## config.mk

```make
export PLATFORM = sky130hd
export DESIGN_NAME = alu_arbiter
export DESIGN_NICKNAME = d
export VERILOG_FILES = /design/src/rtl/alu_arbiter.sv
export SDC_FILE = /design/constraint.sdc
export NUM_CORES = 1
export LEC_CHECK = 0
export CORE_MARGIN = 3
export CORE_UTILIZATION = 53
export CTS_CLUSTER_SIZE = 8
export DETAILED_ROUTE_END_ITERATION = 12
export HOLD_SLACK_MARGIN = 0.15
export PLACE_DENSITY = 0.83
export RECOVER_POWER = 50
export SKIP_LAST_GASP = 1
export SLEW_MARGIN = 30
export SYNTH_ARGS = -nofsm -noshare
export SYNTH_HDL_FRONTEND = slang
export SYNTH_SLANG_ARGS = --single-unit
```

## constraint.sdc

```tcl
create_clock -name clk -period 5.63 [get_ports clk]
set_input_delay 1.4075 -clock clk [delete_from_list [all_inputs] [get_ports clk]]
set_output_delay 1.4075 -clock clk [all_outputs]
set_load 0.05 [all_outputs]
```

## src/rtl/alu_arbiter.sv

```systemverilog
// alu_arbiter: shares one combinational ALU among NREQ requesters over a single response channel.
// Build option ALU_ARB_FIXED_PRIO_EN: lowest-index requester always wins (no round-robin pointer).
module alu_arbiter #(
    parameter int unsigned NREQ = 2,
    parameter int unsigned IDW  = 1
) (
    input  logic                 clk,
    input  logic                 rst_n,
    input  logic [NREQ-1:0]      req_valid,
    output logic [NREQ-1:0]      req_ready,
    input  logic [NREQ*32-1:0]   req_a,
    input  logic [NREQ*32-1:0]   req_b,
    input  logic [NREQ*4-1:0]    req_op,
    output logic                 rsp_valid,
    input  logic                 rsp_ready,
    output logic [IDW-1:0]       rsp_id,
    output logic [31:0]          rsp_result,
    output logic                 rsp_zero
);

    typedef enum logic [1:0] {StIdle, StExec, StResp} state_e;

    localparam logic [3:0] OpAdd   = 4'b0000;
    localparam logic [3:0] OpSub   = 4'b0001;
    localparam logic [3:0] OpAnd   = 4'b0010;
    localparam logic [3:0] OpOr    = 4'b0011;
    localparam logic [3:0] OpXor   = 4'b0100;
    localparam logic [3:0] OpLui   = 4'b0111;
    localparam logic [3:0] OpAuipc = 4'b1000;

    state_e         state_q, state_d;
    logic [31:0]    a_q, a_d;
    logic [31:0]    b_q, b_d;
    logic [3:0]     op_q, op_d;
    logic [IDW-1:0] id_q, id_d;
    logic [31:0]    res_q, res_d;
    logic           zero_q, zero_d;
    logic           valid_q, valid_d;

    logic           gnt_found;
    logic [IDW-1:0] gnt_idx;
    logic [31:0]    sel_a, sel_b;
    logic [3:0]     sel_op;
    logic [31:0]    alu_result;
    logic           alu_zero;

`ifndef ALU_ARB_FIXED_PRIO_EN
    logic [IDW-1:0] rr_ptr_q, rr_ptr_d;
`endif

    // Lowest valid index overall, overridden by the lowest valid index at or above rr_ptr.
    always_comb begin
        gnt_found = |req_valid;
        gnt_idx   = '0;
        for (int i = int'(NREQ) - 1; i >= 0; i--) begin
            if (req_valid[i]) gnt_idx = IDW'(i);
        end
`ifndef ALU_ARB_FIXED_PRIO_EN
        for (int i = int'(NREQ) - 1; i >= 0; i--) begin
            if (req_valid[i] && (IDW'(i) >= rr_ptr_q)) gnt_idx = IDW'(i);
        end
`endif
    end

    always_comb begin
        sel_a  = '0;
        sel_b  = '0;
        sel_op = '0;
        for (int i = 0; i < int'(NREQ); i++) begin
            if (gnt_idx == IDW'(i)) begin
                sel_a  = req_a[32*i +: 32];
                sel_b  = req_b[32*i +: 32];
                sel_op = req_op[4*i +: 4];
            end
        end
    end

    always_comb begin
        case (op_q)
            OpAdd:   alu_result = a_q + b_q;
            OpSub:   alu_result = a_q - b_q;
            OpAnd:   alu_result = a_q & b_q;
            OpOr:    alu_result = a_q | b_q;
            OpXor:   alu_result = a_q ^ b_q;
            OpLui:   alu_result = b_q;
            OpAuipc: alu_result = a_q + b_q;
            default: alu_result = '0;
        endcase
        alu_zero = (alu_result == 32'd0);
    end

    always_comb begin
        req_ready = '0;
        if (rst_n && (state_q == StIdle) && gnt_found) begin
            for (int i = 0; i < int'(NREQ); i++) begin
                req_ready[i] = (gnt_idx == IDW'(i));
            end
        end
    end

    always_comb begin
        state_d = state_q;
        a_d     = a_q;
        b_d     = b_q;
        op_d    = op_q;
        id_d    = id_q;
        res_d   = res_q;
        zero_d  = zero_q;
`ifndef ALU_ARB_FIXED_PRIO_EN
        rr_ptr_d = rr_ptr_q;
`endif
        case (state_q)
            StIdle: begin
                if (gnt_found) begin
                    a_d     = sel_a;
                    b_d     = sel_b;
                    op_d    = sel_op;
                    id_d    = gnt_idx;
                    state_d = StExec;
`ifndef ALU_ARB_FIXED_PRIO_EN
                    rr_ptr_d = (int'(gnt_idx) == int'(NREQ) - 1) ? '0 : gnt_idx + 1'b1;
`endif
                end
            end
            StExec: begin
                res_d   = alu_result;
                zero_d  = alu_zero;
                state_d = StResp;
            end
            StResp: begin
                if (rsp_ready) state_d = StIdle;
            end
            default: state_d = StIdle;
        endcase
        valid_d = (state_d == StResp);
    end

    always_ff @(posedge clk) begin
        if (!rst_n) begin
            state_q  <= StIdle;
            a_q      <= '0;
            b_q      <= '0;
            op_q     <= '0;
            id_q     <= '0;
            res_q    <= '0;
            zero_q   <= 1'b0;
            valid_q  <= 1'b0;
`ifndef ALU_ARB_FIXED_PRIO_EN
            rr_ptr_q <= '0;
`endif
        end else begin
            state_q  <= state_d;
            a_q      <= a_d;
            b_q      <= b_d;
            op_q     <= op_d;
            id_q     <= id_d;
            res_q    <= res_d;
            zero_q   <= zero_d;
            valid_q  <= valid_d;
`ifndef ALU_ARB_FIXED_PRIO_EN
            rr_ptr_q <= rr_ptr_d;
`endif
        end
    end

    assign rsp_valid  = valid_q;
    assign rsp_id     = id_q;
    assign rsp_result = res_q;
    assign rsp_zero   = zero_q;

endmodule

```

After elaboration in Yosys (flattened, before gate mapping)
Index checks and enable logic that the tools add are counted.

word-level totals
  bits in registers = 106
  input port bits = 141
  output and inout bits = 37
  word-level logic and storage cells = 50

cells by class
  add/subtract/negate cells = 3
  magnitude comparators = 2
  equality and inequality tests = 9
  muxes and demuxes = 13
  bitwise gates (word level) = 4
  reduce and logical (&&, ||, !) cells = 10

operators by type and width
  operator              count
  $pmux W32 S6          1
  $mux W32              2
  $add A32 B32 Y32      1
  $and A32 B32 Y32      1
  $logic_not A32 Y1     1
  $or A32 B32 Y32       1
  $sub A32 B32 Y32      1
  $xor A32 B32 Y32      1
  $eq A4 B2 Y1 const B  2
  $eq A4 B3 Y1 const B  2
  $mux W2               3
  $pmux W2 S3           1
  $mux W1               5
  $eq A2 B2 Y1 const B  2
  $eq A4 B1 Y1 const B  1
  $eq A4 B4 Y1 const B  1
  $logic_and A1 B1 Y1   4
  $logic_not A4 Y1      1
  $mux W4               1
  $reduce_or A2 Y1      2
  $eq A2 B1 Y1 const B  1
  $ge A1 B1 Y1 const A  2
  $logic_not A2 Y1      1
  $reduce_and A2 Y1     1
  2 further kinds       2

Depth between registers and ports, before layout
Gate-level depths: netlist of run 1.

  depth after elaboration = 6
  gate-level depth with buffers = 22
  depth with buffers taken out = 21

Worst setup path after synthesis of run 1
No wires, ideal clock.

  path type = input to output
  start = in req_valid[0]
  end = out req_ready[0]
  arrival time = 2.753 ns
  required time = 4.223 ns
  path slack = 1.469 ns
  stages = 6
  buffers on the path = 2
  cells stage by stage = inv_1 > o21ai_0 > nor2b_1 > and2_1 > clkbuf_1 > clkbuf_1

on the way
  longest elaborated chain between the ends = 5
  elaborated cells between the ends (all ways) = 8
  classes of those cells = 4 x mux; 1 x bitwise; 3 x reduce/logical

RTL lines
  item                   line  source
  from (decl)            9     input logic [NREQ-1:0] req_valid,
  $mux W1                56    if (req_valid[i]) gnt_idx = IDW'(i);
  $mux W1 (2 in series)  60    if (req_valid[i] && (IDW'(i) >= rr_ptr_q)) gnt_idx = IDW'(i);
  $not A1 Y1             96    req_ready[i] = (gnt_idx == IDW'(i));
  $mux W2 (*)            94    if (rst_n && (state_q == StIdle) && gnt_found) begin
  to (decl)              10    output logic [NREQ-1:0] req_ready,

Mark *: on every way between the ends. The rest lies on a longest branch, timed or not.

Worst setup path after layout of run 1
  start = in rst_n
  end = out req_ready[1]

on the way
  longest elaborated chain between the ends = 3

RTL lines
  item                               line  source
  from (decl)                        8     input logic rst_n,
  $logic_and A1 B1 Y1 (2 in series)  94
  $mux W2                            94

Every way passes these cells.

==> metrics.log, run 1 <==
INFO  metric status = finished with violations
INFO  metric violations = max-capacitance violations, max-slew violations
INFO  metric wire_length_of_the_first_global_routing_pass = 44.4 mm
INFO  metric ys_dominant_reg_cell = sky130_fd_sc_hd__dfxtp_1
INFO  metric hold_path_class = reg -> reg
INFO  metric route.antenna.remaining_nets = 0
INFO  metric dpl.hpwl = 22.5 mm
INFO  metric total_instance_count_after_detailed_placement = 1,412
INFO  metric design.portCount = 178
INFO  metric netlist_top_cells_area = sky130_fd_sc_hd__dfxtp_1 (25%), sky130_fd_sc_hd__ha_1 (15%), sky130_fd_sc_hd__a22oi_1 (6.1%)
INFO  metric die_h = 131 µm
INFO  metric maxSlewViolCount = 113
INFO  metric timing.final.crit_period = 5150 ps
INFO  metric synth.yosys.seq_area_share = 25.4%
INFO  metric fillCellCount = 1,307
INFO  metric wire_length_per_cell_after_detailed_routing = 20.1 µm
INFO  metric maxCapViolCount = 2
INFO  metric synth_area = 0.00834 mm²
INFO  metric synth_enable_flop_cells = 0
INFO  metric number_of_h_tree_branching_levels = 3
INFO  metric timing.setup.tns = 0 ps
INFO  metric synthMostInstantiatedCell = sky130_fd_sc_hd__nand2_1
INFO  metric max-clock-path-buffers = 2
INFO  metric rsz_0062_raised_after_global_routing = false
INFO  metric area_delta_synth_final = 27.4%
INFO  metric grt_use_total = 32.0%
INFO  metric critical_path_class = in -> out
INFO  metric via_count_of_the_first_global_routing_pass = 7,991
INFO  metric worst_clock_skew = 10.5 ps
INFO  metric fmax = 194 MHz
INFO  metric worst_ir_drop_vdd = 175 µV
INFO  metric io_buffers = 177
INFO  metric timing.critical_path.required = 4220 ps
INFO  metric layout.cells.non_filler = 1,428
INFO  metric clock_insertion_delay_worst_skew = 360 ps
INFO  metric detailedRoute.firstIterationViolations = 936
INFO  metric clkSlewWorstSetupHoldPaths = 70 ps
INFO  metric tritoncts = done
INFO  metric ctsRootBufferMaster = sky130_fd_sc_hd__clkbuf_16
INFO  metric cp_max_delay_cell = sky130_fd_sc_hd__nor4_1
INFO  metric ratio_of_cells_with_drive_above_1_in_the_final_layout = 4.44%
INFO  metric post_cts_resized = 0
INFO  metric worstMarginPinSlew = 2810 ps
INFO  metric max_slew_margin = -87.1%
INFO  metric die-width = 131 µm
INFO  metric design.final.nets = 1,455
INFO  metric die-area = 0.0173 mm²
INFO  metric synthesis.yosys.warnings = 0
INFO  metric crit_path_end_kind = primary output
INFO  metric yosys_register_bits = 106
INFO  metric synth_cells = 1,073
INFO  metric vias = 8,781
INFO  metric syn-num-nets = 1,316
INFO  metric rows = 45
INFO  metric cts_hold_fix_bufs = 0
INFO  metric remaining_drc_errors = 0
INFO  metric core_area = 0.0153 mm²
INFO  metric number_of_unique_standard_cell_types_used_by_synthesis = 67
INFO  metric placed_cell_area = 0.0103 mm²
INFO  metric finalInstanceArea = 0.0106 mm²
INFO  metric final_hold_viol_count = 0
INFO  metric grt_antenna_before_repair = 0
INFO  metric cts_buffers = 9
INFO  metric finalSetupViolCount = 0
INFO  metric final_min_period_over_clock_period = 91.4%
INFO  metric yosys.area.top_type = sky130_fd_sc_hd__dfxtp_1
INFO  metric overflow = 0
INFO  metric synth-async-reset-ratio = 0%
INFO  metric critical_path_fanouts_max = 7
INFO  metric mean_area_per_synthesized_cell = 7.78 µm²
INFO  metric seqCellArea = 0.00212 mm²
INFO  metric drt_pass1_iterations = 6
INFO  metric critical_path_startpoint_category = input port
INFO  metric grt_max_degree = 62
INFO  metric start_util = 54.5%
INFO  metric pwr_density_cell = 326 mW/mm²
INFO  metric worstPathCellList = dlygate4sd3_1, clkbuf_1, inv_1, nor4_1, buf_12
INFO  metric yosys-top-cells-count = sky130_fd_sc_hd__nand2_1 (132), sky130_fd_sc_hd__dfxtp_1 (106), sky130_fd_sc_hd__nor2_1 (105)
INFO  metric critPathMaxStageDelay = 950 ps
INFO  metric gpl.final_weighted_congestion = 1.00
INFO  metric synth.top_cell.area_share = 25.4%
INFO  metric cts_num_sinks = 106
INFO  metric ant_diodes = 0
INFO  metric postRouteWirelength = 28.7 mm
INFO  metric cts_post_setup_buffers_inserted = 0
INFO  metric total_area_of_multi_input_combinational_cells = 0.00571 mm²
INFO  metric worst-endpoint-arrival = 3740 ps
INFO  metric total_leakage_power = 4.44 nW
INFO  metric route.detailed.vias_per_inst = 6.15
## stage by stage
| step | util [%] | power (mW) | setup WS, ps | hold slack [ps] |
|---|---|---|---|---|
| 3_5_place_dp | 67.5 | 2.78 | 1050 | 439 |
| 6_report | 69.4 | 3.46 | 481 | 453 |
| 4_1_cts | 69.5 | 3.44 | 1010 | 456 |
| 5_1_grt | 69.4 | 3.68 | 417 | 483 |
| 2_1_floorplan | - | 2.20 | 1470 | 421 |
| 3_3_place_gp | 67.2 | 2.77 | 1040 | 429 |
## kinds of logic after synthesis
logic type,after synthesis,synth area share (%)
buffers and inverters,143,6.51
DFF,106,25.4
xor gates and xnor gates,55,5.86
and+or+nand+nor,325,17.5
AOI/OAI and AO/OA,337,28.7
adders and majority gates,102,15.4
muxes,5,0.600
## metal layers
layer	global-route usage (%)	vias up	wire length [µm]
met1	46.6	4097	12800
met4	8.23	0	471
li1	-	4183	-
met2	46.5	469	11900
met3	8.81	32	3590
met5	0	-	0
## layout make-up
| class | instances | area share, % |
|---|---|---|
| clock inverters | 6 | 0.683 |
| repair buffers | 196 | 18.4 |
| clock buffers | 10 | 2.15 |
| inverters | 75 | 2.65 |
| well taps | 211 | 2.48 |
| flip-flops and latches | 106 | 20.0 |
| multi-input cells | 824 | 53.7 |
## worst max-delay path, delay by kind of cell
| kind | cells | cell delay (ps) |
|---|---|---|
| buf+inv | 4 | 1390 |
| simple gates | 1 | 950 |
## flip-flops by register name, summed over array words and instances (netlist names)
| signal | flops |
|---|---|
| rsp_zero | 1 |
| op_q | 4 |
| rr_ptr_q | 1 |
| rsp_id | 1 |
| b_q | 32 |
| rsp_result | 32 |
| a_q | 32 |
| rsp_valid | 1 |
| state_q | 2 |
## cell usage in the layout, fill, tap and decap left out, types with 8 or more instances in the layout
| cell | synthesis | final |
|---|---|---|
| sky130_fd_sc_hd__a211oi_1 | 25 | 24 |
| sky130_fd_sc_hd__a21o_1 | 13 | 13 |
| sky130_fd_sc_hd__a21oi_1 | 61 | 61 |
| sky130_fd_sc_hd__a221oi_1 | 16 | 16 |
| sky130_fd_sc_hd__a222oi_1 | 21 | 21 |
| sky130_fd_sc_hd__a22oi_1 | 68 | 68 |
| sky130_fd_sc_hd__a31oi_1 | 9 | 9 |
| sky130_fd_sc_hd__and2_1 | 10 | 8 |
| sky130_fd_sc_hd__buf_4 | 0 | 15 |
| sky130_fd_sc_hd__clkbuf_16 | 0 | 9 |
| sky130_fd_sc_hd__clkdlybuf4s50_1 | 0 | 139 |
| sky130_fd_sc_hd__dfxtp_1 | 106 | 106 |
| sky130_fd_sc_hd__dlygate4sd3_1 | 0 | 36 |
| sky130_fd_sc_hd__ha_1 | 101 | 101 |
| sky130_fd_sc_hd__inv_1 | 74 | 75 |
| sky130_fd_sc_hd__nand2_1 | 132 | 132 |
| sky130_fd_sc_hd__nand3_1 | 11 | 11 |
| sky130_fd_sc_hd__nand4_1 | 16 | 16 |
| sky130_fd_sc_hd__nor2_1 | 105 | 105 |
| sky130_fd_sc_hd__nor3_1 | 13 | 11 |
| sky130_fd_sc_hd__nor4_1 | 8 | 8 |
| sky130_fd_sc_hd__o211ai_1 | 9 | 9 |
| sky130_fd_sc_hd__o21a_1 | 9 | 9 |
| sky130_fd_sc_hd__o21ai_0 | 43 | 42 |
| sky130_fd_sc_hd__xnor2_1 | 43 | 43 |
| sky130_fd_sc_hd__xor2_1 | 11 | 11 |
## worst paths after layout
check | from | end | slack, ps | cells past startpoint
worst min-delay path | rsp_result[5] | rsp_result[5] | 450 | 2
worst min register to register | rsp_result[5] | rsp_result[5] | 450 | 2
worst max register to register | op_q[1] | rsp_zero | 900 | 15
worst max-delay path | rst_n | req_ready[1] | 480 | 5
## power by group
part           switching [mW]  internal [mW]  leakage, nW
sequential              0.125          0.839        0.874
clock                   0.304          0.352        0.149
combinational            1.11          0.730         3.42
No activity file was read; power rests on OpenSTA's default activity.
==> inputs of run 2 (changes only) <==
--- a/config.mk
+++ b/config.mk
@@ -5,6 +5,7 @@
 export SDC_FILE = /design/constraint.sdc
 export NUM_CORES = 1
 export LEC_CHECK = 0
+export CAP_MARGIN = 0
 export CORE_MARGIN = 3
 export CORE_UTILIZATION = 53
 export CTS_CLUSTER_SIZE = 8
@@ -12,6 +13,7 @@
 export HOLD_SLACK_MARGIN = 0.15
 export PLACE_DENSITY = 0.83
 export RECOVER_POWER = 50
+export SKIP_CTS_REPAIR_TIMING = 1
 export SKIP_LAST_GASP = 1
 export SLEW_MARGIN = 30
 export SYNTH_ARGS = -nofsm -noshare
==> results of run 2 <==
No change in the layout: final DEF, timing and power equal those of run 1.
==> inputs of run 3 (changes only) <==
--- a/config.mk
+++ b/config.mk
@@ -15,7 +15,6 @@
 export RECOVER_POWER = 50
 export SKIP_CTS_REPAIR_TIMING = 1
 export SKIP_LAST_GASP = 1
-export SLEW_MARGIN = 30
 export SYNTH_ARGS = -nofsm -noshare
 export SYNTH_HDL_FRONTEND = slang
 export SYNTH_SLANG_ARGS = --single-unit
==> run 3 against run 2 <==
The run still ends with max-capacitance violations, max-slew violations left. First-iteration DRC count up 0.85%. Fmax grew 4.4%. Via count about the same. Non-clock buffer count fell by 2. Clock skew is 1.4 ps higher. Worst hold slack improved by 1.1 ps. Combinational power hardly changed. Clock-buffer cell count did not move. Power up 0.44%. Critical path type unchanged.
==> metrics.log, run 3 (synthesis results as in run 1) <==
INFO  metric die_h = 131 µm
INFO  metric final_min_period_over_clock_period = 87.6%
INFO  metric wire_length_per_cell_after_detailed_routing = 20.2 µm
INFO  metric family_with_the_most_delay_on_the_worst_path = buffers and inverters
INFO  metric critical_path_class = in -> out
INFO  metric drt_pass1_iterations = 5
INFO  metric ctsRootBufferMaster = sky130_fd_sc_hd__clkbuf_16
INFO  metric maxCapViolCount = 3
INFO  metric area_delta_synth_final = 27.1%
INFO  metric violations = max-capacitance violations, max-slew violations
INFO  metric crit_path_end_kind = primary output
INFO  metric ant_diodes = 0
INFO  metric postRouteWirelength = 28.8 mm
INFO  metric clock_insertion_delay_worst_skew = 360 ps
INFO  metric status = finished with violations
INFO  metric fmax = 203 MHz
INFO  metric rsz_0062_raised_after_global_routing = false
INFO  metric core_area = 0.0153 mm²
INFO  metric worst_ir_drop_vdd = 197 µV
INFO  metric worst_clock_skew = 11.9 ps
INFO  metric route.detailed.vias_per_inst = 6.16
INFO  metric gpl.final_weighted_congestion = 1.00
INFO  metric worst-endpoint-arrival = 3520 ps
INFO  metric remaining_drc_errors = 0
INFO  metric cts_buffers = 9
INFO  metric ratio_of_cells_with_drive_above_1_in_the_final_layout = 4.28%
INFO  metric tritoncts = done
INFO  metric wl_met2 = 11.7 mm
INFO  metric critical_path_startpoint_category = input port
INFO  metric die-area = 0.0173 mm²
INFO  metric max-clock-path-buffers = 2
INFO  metric hold_path_class = reg -> reg
INFO  metric most-common-layout-cells = sky130_fd_sc_hd__clkdlybuf4s50_1 (139), sky130_fd_sc_hd__nand2_1 (132), sky130_fd_sc_hd__dfxtp_1 (106), sky130_fd_sc_hd__nor2_1 (105), sky130_fd_sc_hd__ha_1 (101)
INFO  metric number_of_h_tree_branching_levels = 3
INFO  metric timing.final.crit_period = 4930 ps
INFO  metric grt_antenna_before_repair = 0
INFO  metric overflow = 0
INFO  metric die-width = 131 µm
INFO  metric design.final.nets = 1,453
INFO  metric grt_max_degree = 62
INFO  metric maxSlewViolCount = 136
INFO  metric critPathMaxStageDelay = 690 ps
INFO  metric top_signal_layer_used = met4
INFO  metric design.portCount = 178
INFO  metric fillCellCount = 1,337
INFO  metric io_buffers = 177
INFO  metric timing.setup.tns = 0 ps
INFO  metric timing.critical_path.required = 4220 ps
INFO  metric most_common_cell_after_layout_fill_and_taps_aside = sky130_fd_sc_hd__clkdlybuf4s50_1
INFO  metric detailedRoute.firstIterationViolations = 944
INFO  metric worstPathCellList = dlygate4sd3_1, clkbuf_1, inv_1, nor4_2, buf_12
INFO  metric cts_num_sinks = 106
INFO  metric via_count_of_the_first_global_routing_pass = 7,937
INFO  metric final_hold_viol_count = 0
INFO  metric finalSetupViolCount = 0
INFO  metric total_leakage_power = 4.43 nW
INFO  metric wire_length_of_the_first_global_routing_pass = 44.5 mm
INFO  metric dpl.hpwl = 22.4 mm
INFO  metric grt_use_total = 32.0%
INFO  metric critPathBufInv = 4
INFO  metric pwr_density_cell = 328 mW/mm²
INFO  metric worstMarginPinSlew = 2760 ps
INFO  metric start_util = 54.5%
INFO  metric clkSlewWorstSetupHoldPaths = 70 ps
INFO  metric routed-wl-met3 = 3.46 mm
INFO  metric rows = 45
INFO  metric ff2ff_setup_slack = 900 ps
INFO  metric vias = 8,784
INFO  metric critical_path_fanouts_max = 7
INFO  metric route.antenna.remaining_nets = 0
INFO  metric final_cell_utilization_of_the_core = 69.2%
INFO  metric max_slew_margin = -84.3%
INFO  metric wirelength_met1 = 13.0 mm
INFO  metric cp_max_delay_cell = sky130_fd_sc_hd__nor4_2
[run 3: area by class of cell]
cell class	count	area, µm²	area share (%)
sequential	106	2120	20.0
multi-input combinational	824	5710	53.9
timing repair buffer	194	1910	18.0
inverter	75	282	2.66
clock inverter	6	83.8	0.791
tap	211	264	2.49
clock buffer	10	229	2.16
[run 3: per-layer routing]
layer | vias up | GRT usage [%]
met5 | - | 0
met4 | 0 | 9.92
met3 | 41 | 9.42
met2 | 461 | 44.7
met1 | 4094 | 47.2
li1 | 4188 | -
[run 3: per-stage QoR]
step                power (mW)  worst slack (ps)  instance area (µm²)  instances  hold slack [ps]
global placement          2.77              1040                10300       1410              429
CTS                       3.45               976                10600       1426              457
finish                    3.48               701                10600       1426              454
detailed placement        2.77              1030                10300       1410              439
global route              3.68               609                10600       1426              485
floorplan                 2.20              1470                 8340       1073              421
[run 3: path summary, 6_finish.rpt]
kind / from / to / depth (start not counted)
hold reg to reg: rsp_result[5] / rsp_result[5] / 2
setup reg to reg: op_q[1] / rsp_zero / 15
setup / recovery: rst_n / req_ready[1] / 5
hold / removal: rsp_result[5] / rsp_result[5] / 2
[run 3: worst reg2reg max path, stage by stage (launching register included)]
cell and delay, ps:
sky130_fd_sc_hd__dfxtp_1 420, sky130_fd_sc_hd__or3_1 630, sky130_fd_sc_hd__nor2_1 180, sky130_fd_sc_hd__a21o_1 140
sky130_fd_sc_hd__inv_1 70, sky130_fd_sc_hd__fa_1 430, sky130_fd_sc_hd__nand2b_1 190, sky130_fd_sc_hd__a211oi_2 330
sky130_fd_sc_hd__o21ai_1 190, sky130_fd_sc_hd__o311ai_2 480, sky130_fd_sc_hd__a21boi_1 180, sky130_fd_sc_hd__xnor2_1 170
sky130_fd_sc_hd__a221oi_1 590, sky130_fd_sc_hd__o2111a_1 300, sky130_fd_sc_hd__nand4_1 110, sky130_fd_sc_hd__o31ai_2 240
[run 3: power breakdown]
| part | internal [mW] | total (mW) | leakage, nW | switching [mW] |
|---|---|---|---|---|
| Sequential | 0.839 | 0.963 | 0.874 | 0.124 |
| Clock | 0.357 | 0.671 | 0.152 | 0.314 |
| Combinational | 0.725 | 1.84 | 3.40 | 1.12 |
